File: config.mk
export PLATFORM = sky130hd
export DESIGN_NAME = keypad_scan_ctrl
export DESIGN_NICKNAME = d
export VERILOG_FILES = /design/src/rtl/keypad_pkg.sv /design/src/rtl/sync_2ff.sv /design/src/rtl/keypad_scan_ctrl.sv
export SDC_FILE = /design/constraint.sdc
export NUM_CORES = 1
export LEC_CHECK = 0
export ABC_AREA = 0
export BUFFER_PORTS_ARGS = -buffer_cell sky130_fd_sc_hd__buf_2
export CORE_UTILIZATION = 51
export DETAILED_ROUTE_END_ITERATION = 10
export PLACE_DENSITY = 0.79
export SLEW_MARGIN = 20
export SYNTH_ARGS = -nofsm -noshare
export SYNTH_HDL_FRONTEND = slang
export SYNTH_SLANG_ARGS = --single-unit
File: constraint.sdc
create_clock -name clk -period 2 [get_ports clk]
set_input_delay 0.2 -clock clk [delete_from_list [all_inputs] [get_ports clk]]
set_output_delay 0.2 -clock clk [all_outputs]
set_load 0.005 [all_outputs]
File: src/rtl/keypad_pkg.sv
// Shared types and constants for the 4x4 keypad scanner: FSM states, key code type,
// column one-hot drive patterns and small decode helpers.
package keypad_pkg;

   typedef enum logic [1:0] {
      ST_SCAN     = 2'd0,
      ST_DEBOUNCE = 2'd1,
      ST_HOLD     = 2'd2,
      ST_RELEASE  = 2'd3
   } state_t;

   typedef logic [3:0] key_code_t;

   localparam logic [3:0] COL0 = 4'b0001;
   localparam logic [3:0] COL1 = 4'b0010;
   localparam logic [3:0] COL2 = 4'b0100;
   localparam logic [3:0] COL3 = 4'b1000;

   function automatic logic is_onehot(input logic [3:0] v);
      return (v != 4'd0) && ((v & (v - 4'd1)) == 4'd0);
   endfunction

   function automatic logic [1:0] onehot_index(input logic [3:0] v);
      logic [1:0] idx;
      case (v)
         4'b0010: idx = 2'd1;
         4'b0100: idx = 2'd2;
         4'b1000: idx = 2'd3;
         default: idx = 2'd0;
      endcase
      return idx;
   endfunction

   // row*4 + column is simply the two 2-bit indices concatenated
   function automatic key_code_t make_key_code(input logic [3:0] row, input logic [3:0] col);
      return {onehot_index(row), onehot_index(col)};
   endfunction

endpackage

File: src/rtl/sync_2ff.sv
// Two-flop synchronizer for the 4 keypad row lines (asynchronous active-high reset).
// Only instantiated when KEYPAD_SYNC_EN is defined.
module sync_2ff (
   input  logic       clk,
   input  logic       rst,
   input  logic [3:0] d,
   output logic [3:0] q
);

   logic [3:0] meta_reg;

   always_ff @(posedge clk or posedge rst) begin
      if (rst) begin
         meta_reg <= 4'd0;
         q        <= 4'd0;
      end else begin
         meta_reg <= d;
         q        <= meta_reg;
      end
   end

endmodule

File: src/rtl/keypad_scan_ctrl.sv
// 4x4 keypad column scanner with press/release debounce and a one-entry key register.
// Define KEYPAD_SYNC_EN to pass the row lines through a 2-flop synchronizer first.
module keypad_scan_ctrl
   import keypad_pkg::*;
#(
   parameter int SCAN_DIV        = 27000,
   parameter int DEBOUNCE_CYCLES = 270000
) (
   input  logic       clk,
   input  logic       rst,
   input  logic [3:0] fila,
   output logic [3:0] columna,
   output logic [3:0] key_code,
   output logic       key_valid,
   input  logic       key_ack,
   output logic       key_overrun
);

   localparam int DIV_W = $clog2(SCAN_DIV + 1);
   localparam int DEB_W = $clog2(DEBOUNCE_CYCLES + 1);
   localparam logic [DIV_W-1:0] DIV_LAST = DIV_W'(SCAN_DIV - 1);
   localparam logic [DEB_W-1:0] DEB_MAX  = DEB_W'(DEBOUNCE_CYCLES);

   logic [3:0]       row;
   state_t           state_reg;
   logic [DIV_W-1:0] div_cnt_reg;
   logic [DEB_W-1:0] deb_cnt_reg;
   logic [3:0]       row_lat_reg;
   logic             accept;
   logic             load_key;

`ifdef KEYPAD_SYNC_EN
   sync_2ff u_sync (
      .clk (clk),
      .rst (rst),
      .d   (fila),
      .q   (row)
   );
`else
   assign row = fila;
`endif

   // A full debounce with zero or several rows latched still goes to HOLD, just without a key
   assign accept   = (state_reg == ST_DEBOUNCE) && (deb_cnt_reg == DEB_MAX) && is_onehot(row_lat_reg);
   assign load_key = accept && (!key_valid || key_ack);

   always_ff @(posedge clk or posedge rst) begin
      if (rst) begin
         state_reg   <= ST_SCAN;
         columna     <= COL0;
         div_cnt_reg <= '0;
         deb_cnt_reg <= '0;
         row_lat_reg <= 4'd0;
         key_code    <= 4'd0;
         key_valid   <= 1'b0;
         key_overrun <= 1'b0;
      end else begin
         key_overrun <= accept && key_valid && !key_ack;

         if (load_key) begin
            key_code  <= make_key_code(row_lat_reg, columna);
            key_valid <= 1'b1;
         end else if (key_valid && key_ack) begin
            key_valid <= 1'b0;
         end

         case (state_reg)
            ST_SCAN: begin
               if (row != 4'd0) begin
                  row_lat_reg <= row;
                  deb_cnt_reg <= '0;
                  state_reg   <= ST_DEBOUNCE;
               end else if (div_cnt_reg == DIV_LAST) begin
                  div_cnt_reg <= '0;
                  columna     <= {columna[2:0], columna[3]};
               end else begin
                  div_cnt_reg <= div_cnt_reg + 1'b1;
               end
            end
            ST_DEBOUNCE: begin
               if (deb_cnt_reg == DEB_MAX) begin
                  state_reg <= ST_HOLD;
               end else if (row == row_lat_reg) begin
                  deb_cnt_reg <= deb_cnt_reg + 1'b1;
               end else begin
                  // bounce: resume scanning from the same column with a fresh dwell
                  state_reg   <= ST_SCAN;
                  div_cnt_reg <= '0;
               end
            end
            ST_HOLD: begin
               if (row == 4'd0) begin
                  state_reg   <= ST_RELEASE;
                  deb_cnt_reg <= '0;
               end
            end
            ST_RELEASE: begin
               if (row != 4'd0) begin
                  state_reg <= ST_HOLD;
               end else if (deb_cnt_reg == DEB_MAX) begin
                  state_reg   <= ST_SCAN;
                  div_cnt_reg <= '0;
                  columna     <= {columna[2:0], columna[3]};
               end else begin
                  deb_cnt_reg <= deb_cnt_reg + 1'b1;
               end
            end
            default: state_reg <= ST_SCAN;
         endcase
      end
   end

endmodule

==> run metrics, run 1 <==
period utilisation layout 0.9893; Clock Path Buffers 2; CP Class reg2reg; number of synthesized flops with an enable pin 0; number of clock sinks 50; P_leak 1.687 nW; Row Count 27; final net count 400; number of fill cells 403; Chip Width 77.93 µm; number of synthesized register bits 50; Cell Chain, Critical Path buf_6 > or4bb_4 > nor4_4 > nand2b_4 > buf_8 > o21ai_0; actual transition at the worst max-transition pin 0.7018 ns; logic gate share of total power 0.145; CTS tree built; library cell used as clock root buffer clkbuf_8; power density relative to cell area 514.3 nW/µm²; vias per std cell 6.384; Floorplan Core Area 5540 µm²; Max Freq 505.4 MHz; cell count after synthesis 320; clock network fraction of total power 0.293; setup-violating endpoint count in the final report 0; vertical die dimension 77.93 µm; run status finished, violations left; setup repair after global routing missed its margin yes; required time at the endpoint of the critical path 2.18 ns; kind of capture point of the worst setup path flip-flop; launch instance of the worst register-to-register path deb_cnt_reg[8]; global-route met2 utilization 0.4531; final hold slack -0.01150 ns; global routing usage on met3 0.04235; routability congestion estimate 0.8475; post-place setup slack -0.1404 ns; most common cell after layout, fill and taps aside buf_4; global-route wire length before repair 12.81 mm; count of input and output buffers 16; share of the yosys chip area belonging to registers 0.4260; total internal power 1.433 mW; max FFs per register 19; ant diodes 0; headroom to the max-slew limit 0.5315; leftover overflow at the end of global routing 0; clock slew at the register clock pins of the worst setup and hold paths 0.10 ns; path class of the lowest-slack min-delay path in2async; synthesis-to-layout area growth 29.49%; Synthesized Nets 330; maximum VDD drop 0.0003480 V; detailed placer's ending HPWL 5.213 mm; starting DRC count in detailed routing 213; largest stage delay on the critical path 0.55 ns; failing checks hold timing; starting density of the core 0.5307; reg2reg path depth 6; switching fraction of total power 0.2681; Yosys warnings 0; maximum number of pins on one net before global-route repair 34; max-slew violation count 0; final setup slack of the worst path 0.02131 ns; total of hold buffers inserted after clock tree synthesis 0; total negative slack for setup checks 0 ns; share of flip-flops with an asynchronous set or reset after synthesis 1.000; post-layout utilization of the core 0.6872; share of post-route cells with drive strength above 1 0.3223; most used cells in the layout excluding fill and tap cells buf_4 (60), dfrtp_1 (49), nand2_1 (30); final WL 7.604 mm; slowest cell on the critical path or4bb_4; overall die area 6073 µm²; total CTS buffers 5; clock latency at the later pin of the worst-skew pair 0.31 ns; Total Power Consumption 1.958 mW; launching element type of the critical path flip-flop; number of distinct library cells after synthesis 52; detailed-routing iteration count for the pre-antenna-repair pass 5; H-tree depth 2; Final Hold Fails 14; total number of vias 2956; Mapped Area 2940 µm²; slack of the worst reg-to-reg path 0.02 ns; Top FF cell, synth dfrtp_1; Ports 17; wire length per cell 16.42 µm; Post-Synthesis Mean Instance Area 9.189 µm²; DRC violations left 0; antenna violations before repair 0; time the final worst path needs with I/O delays and setup 1.979 ns; Total Routing Usage GR 0.2631; power share of the sequential group 0.562; Worst Clk Skew 0.01859 ns; vias in the first global route 2811; endpoint of the worst-slack reg-to-reg timing path deb_cnt_reg[1]; count of nets left with antenna violations after detail routing 0; busiest layer in global routing met2; Sw Pwr 524.8 µW; CP Max Fanout 6; met1 Track Usage GR 0.3359; max-cap violations 0; data arrival at the endpoint of the critical path 2.15 ns
metal layers:
metal / wire [µm] / vias to the layer above
li1: - / 1373
met1: 3302 / 1441
met2: 3752 / 131
met3: 447 / 11
met4: 102 / 0
met5: 0 / -
area by class of cell:
class	count	area (µm²)	area share
Multi-Input combinational cell	247	1767	0.4640
Sequential cell	50	1252	0.3290
Timing Repair Buffer	80	593.1	0.1558
Tap cell	72	90.09	0.02366
Clock buffer	6	72.57	0.01906
Inverter	6	22.52	0.005915
Clock inverter	2	10.01	0.002629
stage by stage:
step | std cells | area, µm² | hold WS [ns]
3_3_place_gp | 448 | 3498 | 0.3580
4_1_cts | 460 | 3682 | 0.02112
2_1_floorplan | 320 | 2973 | 0.3054
5_1_grt | 463 | 3807 | 0.06102
3_5_place_dp | 448 | 3498 | 0.3550
6_report | 463 | 3807 | -0.01150
how the worst max path moves through the flow:
| stage | startpoint | to |
|---|---|---|
| after detailed placement | fila[0] | deb_cnt_reg[18] |
| after global routing | deb_cnt_reg[8] | div_cnt_reg[9] |
| final | deb_cnt_reg[8] | deb_cnt_reg[1] |
| after CTS | row_lat_reg[3] | deb_cnt_reg[18] |
| after global placement | fila[0] | deb_cnt_reg[18] |
| after floorplan | row_lat_reg[3] | deb_cnt_reg[10] |
power groups by stage:
stage | sequential (mW) | clock [mW] | combinational [mW]
2_1_floorplan | 1.11 | 0 | 0.133
3_3_place_gp | 1.11 | 0 | 0.239
3_5_place_dp | 1.11 | 0 | 0.246
4_1_cts | 1.10 | 0.584 | 0.254
5_1_grt | 1.11 | 0.614 | 0.312
6_report | 1.10 | 0.574 | 0.284
synth_stat cells (5+ instances only):
| cell type | instances | area share |
|---|---|---|
| nor3_1 | 9 | 0.015 |
| or4_1 | 6 | 0.015 |
| dfrtp_1 | 49 | 0.42 |
| clkbuf_1 | 15 | 0.019 |
| nand3_1 | 26 | 0.044 |
| a21oi_1 | 8 | 0.014 |
| nor4_1 | 7 | 0.015 |
| nand4_1 | 10 | 0.021 |
| nand2b_1 | 5 | 0.011 |
| nand2_1 | 31 | 0.040 |
| nor2_1 | 13 | 0.017 |
| or3_1 | 7 | 0.015 |
| a41oi_1 | 6 | 0.018 |
| o211ai_1 | 6 | 0.015 |
| xnor2_1 | 8 | 0.024 |
| a31oi_1 | 10 | 0.021 |
| o31ai_1 | 6 | 0.015 |
| o21ai_0 | 18 | 0.031 |
| mux2_2 | 8 | 0.031 |
| inv_1 | 6 | 0.0077 |
| and3_1 | 9 | 0.019 |
repair_timing:
| action | 4_1_cts | 5_1_grt |
|---|---|---|
| setup endpoints to repair | 23 | 25 |
| resized for setup | 16 | 16 |
| cloned | 0 | 1 |
| buffers inserted | 4 | 2 |
| pin swaps | 4 | 10 |
critical path: cells and delay by family, from the launching register on:
family                 cells  cell delay [ns]
buffers and inverters      2             0.26
AND/OR/NAND/NOR            3             1.11
AO/OA/AOI/OAI              1             0.09
flip-flops                 1             0.39
kinds of logic after synthesis:
group / synth area share
buffers and inverters: 0.03234
and+or+nand+nor: 0.2902
AOI/OAI and AO/OA: 0.1740
DFF: 0.4260
xor gates and xnor gates: 0.02383
adders and majority gates: 0.01277
muxes: 0.04085
Note: power is estimated with default switching activity, not from simulation.
==> inputs of run 2 (changes only) <==
--- a/config.mk
+++ b/config.mk
@@ -7,9 +7,11 @@
 export LEC_CHECK = 0
 export ABC_AREA = 0
 export BUFFER_PORTS_ARGS = -buffer_cell sky130_fd_sc_hd__buf_2
-export CORE_UTILIZATION = 51
+export CELL_PAD_IN_SITES_DETAIL_PLACEMENT = 0
+export CELL_PAD_IN_SITES_GLOBAL_PLACEMENT = 2
+export CORE_UTILIZATION = 35
 export DETAILED_ROUTE_END_ITERATION = 10
-export PLACE_DENSITY = 0.79
+export PLACE_DENSITY = 0.84
 export SLEW_MARGIN = 20
 export SYNTH_ARGS = -nofsm -noshare
 export SYNTH_HDL_FRONTEND = slang
==> run 2 against run 1 <==
  * The run ends with setup timing left
  * Power up 3.3%
  * Highest routed layer unchanged
  * Sequential power about the same
  * Largest cell class unchanged
  * Largest power group unchanged
  * Global-route usage down 7.7 points
  * Register-to-register slack worse by 0.03 ns
  * Critical path type unchanged
  * Critical path depth up 1
==> run metrics, run 2 (synthesized netlist as in run 1, its figures left out) <==
highest metal used met4 (unchanged); final setup slack of the worst path -0.006772 ns (was 0.02131 ns); Clock Path Buffers 2 (unchanged); Worst Clk Skew 0.01348 ns (was 0.01859 ns); ant diodes 0 (unchanged); H-tree depth 2 (unchanged); slowest cell on the critical path or3b_4 (was or4bb_4); wire length per cell 16.20 µm (was 16.42 µm); Floorplan Core Area 8175 µm² (was 5540 µm²); Final Hold Fails 0 (was 14); starting DRC count in detailed routing 97 (was 213); clock slew at the register clock pins of the worst setup and hold paths 0.10 ns (about the same); CTS tree built (unchanged); maximum number of pins on one net before global-route repair 51 (was 34); Cell Chain, Critical Path nor4_4 > or3b_4 > buf_6 > o21ai_4 > nand2_2 > buf_8 > a31oi_4 (was buf_6 > or4bb_4 > nor4_4 > nand2b_4 > buf_8 > o21ai_0); P_leak 1.742 nW (was 1.687 nW); Placed Cells incl. Taps 485 (was 448); endpoint of the worst-slack reg-to-reg timing path div_cnt_reg[6] (was deb_cnt_reg[1]); overall die area 8771 µm² (was 6073 µm²); wire length the detailed router placed on met1 3.917 mm (was 3.302 mm); post-place setup slack -0.1925 ns (was -0.1404 ns); starting density of the core 0.3597 (was 0.5307); vias in the first global route 2626 (was 2811); count of nets left with antenna violations after detail routing 0 (unchanged); setup repair after global routing missed its margin yes (unchanged); kind of capture point of the worst setup path flip-flop (unchanged); antenna violations before repair 0 (unchanged); Max Freq 498.3 MHz (was 505.4 MHz); most common cell after layout, fill and taps aside buf_4 (unchanged); met2 layer wire length in the routed design 3.942 mm (was 3.752 mm); number of clock sinks 50 (unchanged); global-route wire length before repair 12.88 mm (was 12.81 mm); required time at the endpoint of the critical path 2.23 ns (was 2.18 ns); max-slew violation count 0 (unchanged); actual transition at the worst max-transition pin 0.6536 ns (was 0.7018 ns); launching element type of the critical path flip-flop (unchanged); CP Max Fanout 5 (was 6); vias per std cell 5.716 (was 6.384); Ports 17 (unchanged); Row Count 33 (was 27); total of hold buffers inserted after clock tree synthesis 0 (unchanged); routability congestion estimate 0.8028 (was 0.8475); vertical die dimension 93.66 µm (was 77.93 µm); maximum VDD drop 0.0002691 V (was 0.0003480 V); power density relative to cell area 498.4 nW/µm² (was 514.3 nW/µm²); failing checks setup timing (was hold timing); leftover overflow at the end of global routing 0 (unchanged); DRC violations left 0 (unchanged); count of input and output buffers 16 (unchanged); final net count 407 (was 400); run status finished, violations left (unchanged); data arrival at the endpoint of the critical path 2.24 ns (was 2.15 ns); launch instance of the worst register-to-register path deb_cnt_reg[6] (was deb_cnt_reg[8]); share of post-route cells with drive strength above 1 0.3643 (was 0.3223); detailed-routing iteration count for the pre-antenna-repair pass 4 (was 5); CP Class reg2reg (unchanged); detailed placer's ending HPWL 5.396 mm (was 5.213 mm); largest stage delay on the critical path 0.45 ns (was 0.55 ns); path class of the lowest-slack min-delay path in2async (unchanged); Detail Route met3 WL 212 µm (was 447 µm); Total Routing Usage GR 0.1859 (was 0.2631); period utilisation layout 1.003 (was 0.9893); synthesis-to-layout area growth 37.96% (was 29.49%); Chip Width 93.66 µm (was 77.93 µm); setup-violating endpoint count in the final report 2 (was 0); clock latency at the later pin of the worst-skew pair 0.31 ns (about the same); max FFs per register 19 (unchanged); number of fill cells 770 (was 403); reg2reg path depth 7 (was 6); post-layout instance count excluding filler cells 503 (was 463); final WL 8.150 mm (was 7.604 mm); headroom to the max-slew limit 0.5643 (was 0.5315); time the final worst path needs with I/O delays and setup 2.007 ns (was 1.979 ns); library cell used as clock root buffer clkbuf_8 (unchanged); most used cells in the layout excluding fill and tap cells buf_4 (62), dfrtp_1 (49), nand2_1 (30) (was buf_4 (60), dfrtp_1 (49), nand2_1 (30)); total number of vias 2875 (was 2956); max-cap violations 0 (unchanged); slack of the worst reg-to-reg path -0.007 ns (was 0.02 ns); total CTS buffers 5 (unchanged)
run 2: power breakdown:
group,switching (mW),internal [mW],total (mW)
Sequential,0.0516,1.05,1.11
Clock,0.362,0.279,0.641
Combinational,0.141,0.134,0.275
run 2: metrics by stage:
| step | power, mW | hold slack [ns] | util | instance area, µm² | TNS, ns |
|---|---|---|---|---|---|
| after detailed placement | 1.360 | 0.4242 | 0.4366 | 3570 | -2.213 |
| after floorplan | 1.245 | 0.3054 | - | 2973 | -0.001827 |
| after global placement | 1.356 | 0.4212 | 0.4366 | 3570 | -1.743 |
| final | 2.022 | 0.05125 | 0.4962 | 4056 | -0.007131 |
| after global routing | 2.133 | 0.1099 | 0.4962 | 4056 | -0.7718 |
| after CTS | 2.007 | 0.08776 | 0.4536 | 3709 | -0.006796 |
run 2: what timing repair did:
action / 4_1_cts / 5_1_grt
setup endpoints to repair: 17 / 36
gates resized for setup: 7 / 54
pin swaps: 1 / 18
gates cloned: 0 / 2
setup buffers: 1 / 8
run 2: worst max-delay path, delay by kind of cell (launching register included):
family          cells  cell delay (ns)
flops               1             0.44
compound gates      2             0.29
simple gates        3             0.89
buf+inv             2             0.31
run 2: area by class of cell:
cell class                 count  area, µm²  area share
clock inverter                 2      12.51    0.003085
multi-input combinational    248       1916      0.4722
inverter                       6      22.52    0.005552
timing repair buffer          86      639.4      0.1576
clock buffer                   6      82.58     0.02036
sequential                    50       1252      0.3088
tap                          105      131.4     0.03239
run 2: metal layers:
| layer | vias up | track usage |
|---|---|---|
| met2 | 45 | 0.3051 |
| met1 | 1432 | 0.2547 |
| li1 | 1392 | - |
| met3 | 6 | 0.03236 |
| met5 | - | 0 |
| met4 | 0 | 0.04359 |
run 2: how the worst max path moves through the flow:
stage,from,end,cells after the start
after floorplan,row_lat_reg[3],deb_cnt_reg[10],7
after global placement,fila[0],div_cnt_reg[11],8
after detailed placement,deb_cnt_reg[16],key_code[0],5
after CTS,div_cnt_reg[12],div_cnt_reg[8],6
after global routing,deb_cnt_reg[6],key_code[1],5
final,deb_cnt_reg[6],div_cnt_reg[6],7
==> inputs of run 3 (changes only) <==
--- a/config.mk
+++ b/config.mk
@@ -6,12 +6,13 @@
 export NUM_CORES = 1
 export LEC_CHECK = 0
 export ABC_AREA = 0
-export BUFFER_PORTS_ARGS = -buffer_cell sky130_fd_sc_hd__buf_2
 export CELL_PAD_IN_SITES_DETAIL_PLACEMENT = 0
 export CELL_PAD_IN_SITES_GLOBAL_PLACEMENT = 2
-export CORE_UTILIZATION = 35
+export CORE_UTILIZATION = 36
 export DETAILED_ROUTE_END_ITERATION = 10
-export PLACE_DENSITY = 0.84
+export DONT_BUFFER_PORTS = 1
+export GPL_TIMING_DRIVEN = 1
+export PLACE_DENSITY_LB_ADDON = 0.1
 export SLEW_MARGIN = 20
 export SYNTH_ARGS = -nofsm -noshare
 export SYNTH_HDL_FRONTEND = slang
==> run 3 against run 2 <==
  * The run now ends clean
  * First-iteration DRC count grew 44%
  * Wire length grew 2.6%
  * Clock power fell by 6.7%
==> run metrics, run 3 (synthesized netlist as in run 1, its figures left out) <==
vertical die dimension 92.38 µm (was 93.66 µm); total placed instance area 3506 µm² (was 3570 µm²); synthesis-to-layout area growth 31.91% (was 37.96%); run status finished, final reports clean (was finished, violations left); Max Freq 510.0 MHz (was 498.3 MHz); most used cells in the layout excluding fill and tap cells buf_4 (63), dfrtp_1 (49), nand2_1 (31) (was buf_4 (62), dfrtp_1 (49), nand2_1 (30)); reg2reg path depth 6 (was 7); path class of the lowest-slack min-delay path in2reg (was in2async); maximum number of pins on one net before global-route repair 42 (was 51); kind of capture point of the worst setup path flip-flop (unchanged); final hold slack 0.01383 ns (was 0.05125 ns); Sw Pwr 538.8 µW (was 553.7 µW); number of fill cells 776 (was 770); vias in the first global route 2717 (was 2626); switching fraction of total power 0.2727 (was 0.2739); detailed placer's ending HPWL 5.828 mm (was 5.396 mm); Clock Path Buffers 2 (unchanged); wire length per cell 17.27 µm (was 16.20 µm); ant diodes 0 (unchanged); DRC violations left 0 (unchanged); setup repair after global routing missed its margin yes (unchanged); starting density of the core 0.3766 (was 0.3597); share of post-route cells with drive strength above 1 0.3115 (was 0.3643); headroom to the max-slew limit 0.6503 (was 0.5643); max-cap violations 0 (unchanged); overall die area 8533 µm² (was 8771 µm²); clock network fraction of total power 0.303 (was 0.317); total internal power 1.437 mW (was 1.468 mW); count of nets left with antenna violations after detail routing 0 (unchanged); CP Max Fanout 6 (was 5); logic gate share of total power 0.138 (was 0.136); busiest layer in global routing met2 (unchanged); library cell used as clock root buffer clkbuf_8 (unchanged); data arrival at the endpoint of the critical path 2.20 ns (was 2.24 ns); Ports 17 (unchanged); slowest cell on the critical path or4_4 (was or3b_4); maximum VDD drop 0.0003114 V (was 0.0002691 V); buffers plus inverters on the worst setup path 1 (was 2); largest stage delay on the critical path 0.50 ns (was 0.45 ns); slack of the worst reg-to-reg path 0.04 ns (was -0.007 ns); global routing usage on met3 0.02627 (was 0.03236); CP Class reg2reg (unchanged); max FFs per register 19 (unchanged); leftover overflow at the end of global routing 0 (unchanged); time the final worst path needs with I/O delays and setup 1.961 ns (was 2.007 ns); Cell Chain, Critical Path xnor2_2 > a41oi_2 > a211o_1 > buf_6 > or4_4 > o21ai_1 (was nor4_4 > or3b_4 > buf_6 > o21ai_4 > nand2_2 > buf_8 > a31oi_4); count of input and output buffers 0 (was 16); most common cell after layout, fill and taps aside buf_4 (unchanged); Critical path origin row_lat_reg[1] (was deb_cnt_reg[6]); setup-violating endpoint count in the final report 0 (was 2); power density relative to cell area 509.5 nW/µm² (was 498.4 nW/µm²); Row Count 32 (was 33); design area 3879 µm² (was 4056 µm²); met1 Track Usage GR 0.2881 (was 0.2547); CTS tree built (unchanged); combined flip-flop and latch cell area 1252 µm² (unchanged); actual transition at the worst max-transition pin 0.5217 ns (was 0.6536 ns); starting DRC count in detailed routing 140 (was 97); multi-input gate area in the final layout 1818 µm² (was 1916 µm²); global-route wire length before repair 13.68 mm (was 12.88 mm); critical path capture point deb_cnt_reg[18] (was div_cnt_reg[6]); endpoint of the worst-slack reg-to-reg timing path deb_cnt_reg[18] (was div_cnt_reg[6]); routability congestion estimate 0.7477 (was 0.8028); total number of vias 2737 (was 2875); Chip Width 92.38 µm (was 93.66 µm); max-slew violation count 0 (unchanged); antenna violations before repair 0 (unchanged); number of clock sinks 50 (unchanged); Final Hold Fails 0 (unchanged); required time at the endpoint of the critical path 2.24 ns (was 2.23 ns); vias per std cell 5.655 (was 5.716); total CTS buffers 5 (unchanged); category of cells accounting for the largest share of critical-path delay compound AO/OA/AOI/OAI gates (was simple AND/OR/NAND/NOR gates); period utilisation layout 0.9805 (was 1.003); H-tree depth 2 (unchanged); Worst Clk Skew 0.01773 ns (was 0.01348 ns); global-route met2 utilization 0.3302 (was 0.3051); launching element type of the critical path flip-flop (unchanged); launch instance of the worst register-to-register path row_lat_reg[1] (was deb_cnt_reg[6]); Total Routing Usage GR 0.2032 (was 0.1859); clock latency at the later pin of the worst-skew pair 0.31 ns (about the same); power share of the sequential group 0.559 (was 0.547); CP Depth 6 (was 7); clock slew at the register clock pins of the worst setup and hold paths 0.10 ns (about the same); detailed-routing iteration count for the pre-antenna-repair pass 4 (unchanged); Floorplan Core Area 7807 µm² (was 8175 µm²); final WL 8.359 mm (was 8.150 mm); final net count 391 (was 407); P_leak 1.652 nW (was 1.742 nW)
run 3: cell count changes in the layout (fill, tap and decap cells not counted), sizes merged:
cell         previous run  this run
buf                    86        70
a211o                   5         4
clkbuf                  6         7
clkinv                  1         0
dlygate4sd3             0         1
run 3: repair_timing:
item | 4_1_cts | 5_1_grt
hold endpoints to repair | 9 | 0
pin swaps | 2 | 19
endpoints found under the setup margin | 22 | 31
gates cloned | 0 | 0
setup buffers | 0 | 8
resized for setup | 9 | 38
hold buffers | 1 | 0
run 3: layer usage:
layer  vias to the layer above  part of all wire
met4                         0             0.011
met1                      1343              0.47
met2                        42              0.49
met3                         7             0.028
li1                       1345                 -
met5                         -                 0
run 3: power by group through the flow:
stage                     Combinational (mW)  Sequential (mW)  Clock [mW]
final                                  0.273             1.10       0.598
after global routing                   0.304             1.11       0.658
after CTS                              0.253             1.10       0.628
after detailed placement               0.246             1.12           0
after global placement                 0.242             1.12           0
after floorplan                        0.133             1.11           0
run 3: worst min path at each step:
stage / end / cells after the start / slack, ns / from
floorplan: row_lat_reg[2] / 2 / 0.31 / fila[2]
global placement: div_cnt_reg[6] / 1 / 0.03 / rst
detailed placement: div_cnt_reg[6] / 1 / 0.04 / rst
CTS: row_lat_reg[2] / 2 / 0.007 / fila[2]
global route: row_lat_reg[2] / 2 / 0.008 / fila[2]
finish: row_lat_reg[2] / 2 / 0.01 / fila[2]
run 3: through the flow:
step	instances	setup WS, ns	power [mW]	utilization	setup TNS [ns]
after floorplan	320	-0.001827	1.245	-	-0.001827
after global placement	467	-0.04820	1.358	0.4490	-0.1880
after detailed placement	467	-0.1394	1.364	0.4490	-0.8129
after CTS	476	0.005755	1.979	0.4665	0
after global routing	484	-0.05772	2.075	0.4968	-0.2171
final	484	0.03903	1.976	0.4968	0
run 3: area by class of cell:
type | count | area share
timing repair buffer | 71 | 0.1481
clock buffer | 7 | 0.01968
inverter | 6 | 0.005806
multi-input combinational | 247 | 0.4687
clock inverter | 1 | 0.001935
sequential | 50 | 0.3229
tap | 102 | 0.03290
